### src/rtl/cmp_pkg.sv
// Shared comparison encodings, mode constants and a saturating-increment helper
// used by counters across the design.
package cmp_pkg;

   localparam logic [1:0] CMP_NONE = 2'd0;
   localparam logic [1:0] CMP_LT   = 2'd1;
   localparam logic [1:0] CMP_EQ   = 2'd2;
   localparam logic [1:0] CMP_GT   = 2'd3;

   localparam logic MODE_UNSIGNED = 1'b0;
   localparam logic MODE_SIGNED   = 1'b1;

   // Callers zero-extend to 32 bits and pass their own all-ones limit.
   function automatic logic [31:0] sat_inc(input logic [31:0] value,
                                           input logic [31:0] limit);
      return (value == limit) ? value : value + 32'd1;
   endfunction

endpackage

### src/rtl/cmp_core.sv
// Combinational magnitude compare of two WIDTH-bit operands in signed or
// unsigned mode, producing one-hot lt/eq/gt and the absolute difference.
module cmp_core
   import cmp_pkg::*;
#(
   parameter int WIDTH = 8
) (
   input  logic [WIDTH-1:0] a,
   input  logic [WIDTH-1:0] b,
   input  logic             signed_mode,
   output logic             lt,
   output logic             eq,
   output logic             gt,
   output logic [WIDTH-1:0] diff
);

   logic             a_ext;
   logic             b_ext;
   logic [WIDTH:0]   sub;

   always_comb begin
      a_ext = 1'b0;
      b_ext = 1'b0;
      case (signed_mode)
         MODE_SIGNED: begin
            a_ext = a[WIDTH-1];
            b_ext = b[WIDTH-1];
         end
         MODE_UNSIGNED: begin
            a_ext = 1'b0;
            b_ext = 1'b0;
         end
         default: ;
      endcase
   end

   // One extra bit makes the subtraction exact for both modes, so its sign is lt.
   assign sub = {a_ext, a} - {b_ext, b};
   assign lt  = sub[WIDTH];
   assign eq  = (sub == '0);
   assign gt  = !lt && !eq;

   // The true magnitude is below 2^WIDTH, so modular WIDTH-bit subtraction is exact.
   assign diff = lt ? (b - a) : (a - b);

endmodule

### src/rtl/cmp_pipe_tracker.sv
// Registered compare stage with valid/ready handshake, a saturating A<B counter
// and a running maximum of |a-b| over accepted transactions.
module cmp_pipe_tracker
   import cmp_pkg::*;
#(
   parameter int WIDTH = 8,
   parameter int CNT_W = 16
) (
   input  logic             clk,
   input  logic             rst_n,
   input  logic             clear,
   input  logic             in_valid,
   output logic             in_ready,
   input  logic [WIDTH-1:0] a,
   input  logic [WIDTH-1:0] b,
   input  logic             signed_mode,
   output logic             out_valid,
   input  logic             out_ready,
   output logic             lt,
   output logic             eq,
   output logic             gt,
   output logic [WIDTH-1:0] diff,
   output logic [CNT_W-1:0] lt_count,
   output logic [WIDTH-1:0] max_diff
);

   localparam logic [31:0] CNT_LIMIT = 32'({CNT_W{1'b1}});

   logic             core_lt;
   logic             core_eq;
   logic             core_gt;
   logic [WIDTH-1:0] core_diff;

   logic             out_valid_q, out_valid_d;
   logic [1:0]       res_q,       res_d;
   logic [WIDTH-1:0] diff_q,      diff_d;
   logic [CNT_W-1:0] lt_count_q,  lt_count_d;
   logic [WIDTH-1:0] max_diff_q,  max_diff_d;

   logic             accept;
   logic [CNT_W-1:0] cnt_base;
   logic [WIDTH-1:0] max_base;

   cmp_core #(.WIDTH(WIDTH)) u_core (
      .a           (a),
      .b           (b),
      .signed_mode (signed_mode),
      .lt          (core_lt),
      .eq          (core_eq),
      .gt          (core_gt),
      .diff        (core_diff)
   );

   assign in_ready = !out_valid_q || out_ready;
   assign accept   = in_valid && in_ready;

   always_comb begin
      out_valid_d = out_valid_q;
      res_d       = res_q;
      diff_d      = diff_q;

      if (accept) begin
         out_valid_d = 1'b1;
         diff_d      = core_diff;
         res_d       = core_lt ? CMP_LT : (core_eq ? CMP_EQ : CMP_GT);
      end else if (out_ready) begin
         out_valid_d = 1'b0;
      end
   end

   // A same-cycle clear zeroes the statistics before the accepted pair is folded in.
   always_comb begin
      cnt_base   = clear ? '0 : lt_count_q;
      max_base   = clear ? '0 : max_diff_q;
      lt_count_d = cnt_base;
      max_diff_d = max_base;

      if (accept) begin
         if (core_lt) begin
            lt_count_d = CNT_W'(sat_inc(32'(cnt_base), CNT_LIMIT));
         end
         if (core_diff > max_base) begin
            max_diff_d = core_diff;
         end
      end
   end

   always_ff @(posedge clk or negedge rst_n) begin
      if (!rst_n) begin
         out_valid_q <= 1'b0;
         res_q       <= CMP_NONE;
         diff_q      <= '0;
         lt_count_q  <= '0;
         max_diff_q  <= '0;
      end else begin
         out_valid_q <= out_valid_d;
         res_q       <= res_d;
         diff_q      <= diff_d;
         lt_count_q  <= lt_count_d;
         max_diff_q  <= max_diff_d;
      end
   end

   assign out_valid = out_valid_q;
   assign lt        = (res_q == CMP_LT);
   assign eq        = (res_q == CMP_EQ);
   assign gt        = (res_q == CMP_GT);
   assign diff      = diff_q;
   assign lt_count  = lt_count_q;
   assign max_diff  = max_diff_q;

   // core_gt is implied by !lt && !eq; keep it observed so the port is not dangling.
   logic unused_ok;
   assign unused_ok = core_gt;

endmodule

### config.mk
export PLATFORM = sky130hd
export DESIGN_NAME = cmp_pipe_tracker
export DESIGN_NICKNAME = d
export VERILOG_FILES = /design/src/rtl/cmp_pkg.sv /design/src/rtl/cmp_core.sv /design/src/rtl/cmp_pipe_tracker.sv
export SDC_FILE = /design/constraint.sdc
export NUM_CORES = 1
export LEC_CHECK = 0
export BUFFER_PORTS_ARGS = -buffer_cell sky130_fd_sc_hd__buf_2
export CAP_MARGIN = 20
export CELL_PAD_IN_SITES_DETAIL_PLACEMENT = 0
export CELL_PAD_IN_SITES_GLOBAL_PLACEMENT = 1
export CORE_MARGIN = 2
export CORE_UTILIZATION = 44
export DETAILED_ROUTE_END_ITERATION = 10
export PLACE_DENSITY = 0.88
export SYNTH_ARGS = -nofsm -noshare
export SYNTH_HDL_FRONTEND = slang
export SYNTH_SLANG_ARGS = --single-unit
export TNS_END_PERCENT = 100
### constraint.sdc
create_clock -name clk -period 4.05 [get_ports clk]
set_input_delay 0.81 -clock clk [delete_from_list [all_inputs] [get_ports clk]]
set_output_delay 0.81 -clock clk [all_outputs]
set_load 0.01 [all_outputs]
==> metrics.cfg <==
[global_route]
grt_usage_pct = 19.6
antenna_found_initial = 0
grt_pass1_wl_um = 11200
first_global_vias = 2387
grt_max_degree = 36
grt_overflow = 0

[critical_path]
r2r_cells = 8
cp-start-kind = primary input
cp_num_buf_inv = 5
cp.required_ns = 4.22
worstPathArrival_ns = 3.96
endpoint_kind = flip-flop
crit_type = primary input to flip-flop
worstReg2RegStart = lt_count[0]
r2r_end = lt_count[1]
crit_chain = buf_2, inv_1, ha_1, inv_1, fa_1, nand3_2, and2_0, buf_4, o211a_1, nor3_1, nor3_1, nor2_1, ha_1, a21oi_1, a21oi_1, o21ai_1, buf_4, nor2_1, a21o_1
worstPathMaxFanout = 7
cp_slowest_cell = fa_1
crit_path_max_incr_delay_ns = 0.39
cp_top_family = simple AND/OR/NAND/NOR gates
regToRegSetupSlack_ns = 1.42

[synthesis]
post_synth_num_cell_types = 57
syn_inst = 322
synth_flop_cell = dfrtp_1
synth_top_area_share_pct = 31.8
synth-async-reset-ratio_pct = 100
syn_avg_cell_area_um2 = 8.55
synth_top_area_cell = dfrtp_1
synth-seq-cells = 35
synth_seq_area_share_pct = 31.8
synth_edf_count = 0
ys_warn_count = 0
syn-cell-area_um2 = 2750
syn_nets = 370
ys_top_cells_by_area = dfrtp_1 32%, ha_1 11%, nand2_1 4.9%

[clocking]
clk_pin_slew_ns = 0.07
cts_buffers = 5
cts_setup_buffers = 0
cts_hold_buf = 0
cts_max_level = 2
clock-sinks = 35
clock_path_buffers = 2
ctsResizeCount = 0
cts_root_buf = clkbuf_8
clk_latency_ns = 0.29
cts_tree = built

[die]
dieArea_um2 = 6900
initial_core_util_pct = 45.9
die_y_um = 83.1
fp.dieW_um = 83.1
rows = 28
io_pins = 59
core_um2 = 5990

[sta]
tns_ns = 0
slew_violations = 0
tightest_slew_ns = 0.778
fin_crit_sh_pct = 93.3
min_period_ns = 3.78
clock.fmax_ghz = 0.265
slew_headroom_pct = 48.1
rsz0062_at_grt = false
finClkSkew_ns = 0.00796
finalSetupViolCount = 0
final_hold_viol_count = 0

[min_path]
hp-start = diff[4]
holdPathStages = 2
hold_path_end = diff[4]
worstHoldPathType = flip-flop to flip-flop

[layout]
n_antenna_cell = 0
fillers = 572
drive_gt1_share_pct = 24.1
area_growth_syn_to_layout_pct = 20.2
multi_input_area_um2 = 1710
ff_latch_area_um2 = 876
nets = 442

[pwr]
clockPowerShare_pct = 22.0
internal_power_mw = 0.715
p_total_mw = 1.13
power_density_nw_per_um2 = 342
power.switching_mw = 0.416
combPwrFrac_pct = 40.1
p_sw_share_pct = 36.8
sequentialPowerShare_pct = 37.9
vdd_ir_drop_max_v = 0.000205
power.leakage_nw = 1.63

[placed_design]
post-dp-hpwl_um = 5300
finalWeightedCongestion = 0.897
io_buffers = 58

[detailed_routing]
drt_iter0_markers = 149
routed_wl_um = 6650
route.met3.wl_um = 370
met2_wirelength_um = 3060
drtAntennaViolNets = 0
top_layer = met4
num_vias = 2636
wl_met1_um = 3120
route.detailed.drc = 0
routedWlPerCell_um = 14.1
via_per_inst = 5.61
first_pass_iters = 4

[outcome]
status = finished clean

[flow_run]
drv_cap = 0

## cell usage after synthesis (all sizes together), types with 2 or more instances
| cell type | n |
|---|---|
| o21a | 6 |
| a21oi | 17 |
| clkbuf | 8 |
| o31a | 3 |
| nor3b | 3 |
| nand2b | 3 |
| mux2i | 7 |
| o21ai | 15 |
| and2 | 4 |
| a31oi | 4 |
| or4 | 2 |
| nand4 | 5 |
| inv | 27 |
| dfrtp | 35 |
| fa | 2 |
| nor2b | 8 |
| a21o | 5 |
| xnor2 | 8 |
| ha | 24 |
| o31ai | 9 |
| a211oi | 5 |
| a2111oi | 3 |
| buf | 5 |
| nor2 | 18 |
| nand3b | 4 |
| nand2 | 37 |
| xor2 | 3 |
| o211ai | 3 |
| nor3 | 11 |
| mux2 | 2 |
| nand3 | 16 |
| and3 | 4 |
| nor4 | 5 |
## placed cells by master, fill, tap and decap left out, drive strengths merged, types with 6 or more instances in the layout
cell,count
buf,78
nor2b,8
o21ai,15
a21oi,17
o21a,6
xnor2,8
inv,27
o31ai,9
mux2i,7
clkbuf,6
nor3,11
ha,24
nand3,16
nor2,18
nand2,37
dfrtp,35
## kinds of logic (layout without fill, tap and decap cells)
logic type               Yosys count  in the layout  synth area share (%)
AO/OA/AOI/OAI                     78             78                  20.2
multiplexers                       9              9                  3.36
buffers and inverters             40            113                  6.00
AND/OR/NAND/NOR                  123            123                  22.8
XOR/XNOR                          11             11                  3.50
adder cells (fa/ha/maj)           26             26                  12.4
flip-flops                        35             35                  31.8
## final cells by class
cell class	instances	area share, %
multi-input combinational	247	51.7
clock inverter	2	0.378
clock buffer	6	2.19
inverter	27	3.06
timing repair buffer	78	13.3
sequential	35	26.5
tap	75	2.84
## worst min-delay path, cell delays in order (launching register included)
cell and delay [ns]:
dfrtp_1 0.34, nand2_1 0.05, o31ai_1 0.06
## metal layers
| layer | GRT usage (%) | vias to the layer above |
|---|---|---|
| li1 | - | 1298 |
| met2 | 31.8 | 96 |
| met4 | 5.96 | 0 |
| met5 | 0 | - |
| met1 | 26.6 | 1234 |
| met3 | 3.68 | 8 |
## state kept, by name, summed over array words and instances (netlist names)
signal	count
max_diff	8
diff	8
lt_count	16
res_q	2
out_valid	1
## per-stage QoR
| step | util (%) | std cells | hold slack [ns] | setup WS [ns] | area [um2] |
|---|---|---|---|---|---|
| after global placement | 53.8 | 462 | 0.467 | 0.0455 | 3220 |
| after detailed placement | 53.8 | 462 | 0.464 | 0.0128 | 3220 |
| after CTS | 55.2 | 470 | 0.486 | 0.293 | 3310 |
| after floorplan | - | 322 | 0.478 | 0.0843 | 2750 |
| final | 55.2 | 470 | 0.483 | 0.270 | 3310 |
| after global routing | 55.2 | 470 | 0.518 | 0.0479 | 3310 |
## power by group through the flow
stage | clock (mW) | sequential [mW] | combinational (mW)
after floorplan | 0 | 0.454 | 0.259
after CTS | 0.258 | 0.429 | 0.455
after detailed placement | 0 | 0.435 | 0.452
after global placement | 0 | 0.436 | 0.446
after global routing | 0.271 | 0.436 | 0.507
final | 0.249 | 0.429 | 0.453
## worst max path at each step
stage / start / to / depth (start not counted) / slack, ns
global placement: a[0] / max_diff[0] / 19 / 0.05
CTS: a[0] / max_diff[0] / 19 / 0.29
global route: a[0] / max_diff[0] / 19 / 0.05
detailed placement: a[0] / max_diff[0] / 19 / 0.01
finish: a[0] / max_diff[0] / 19 / 0.27
floorplan: a[0] / max_diff[1] / 18 / 0.08
Note: power is estimated with default switching activity, not from simulation.
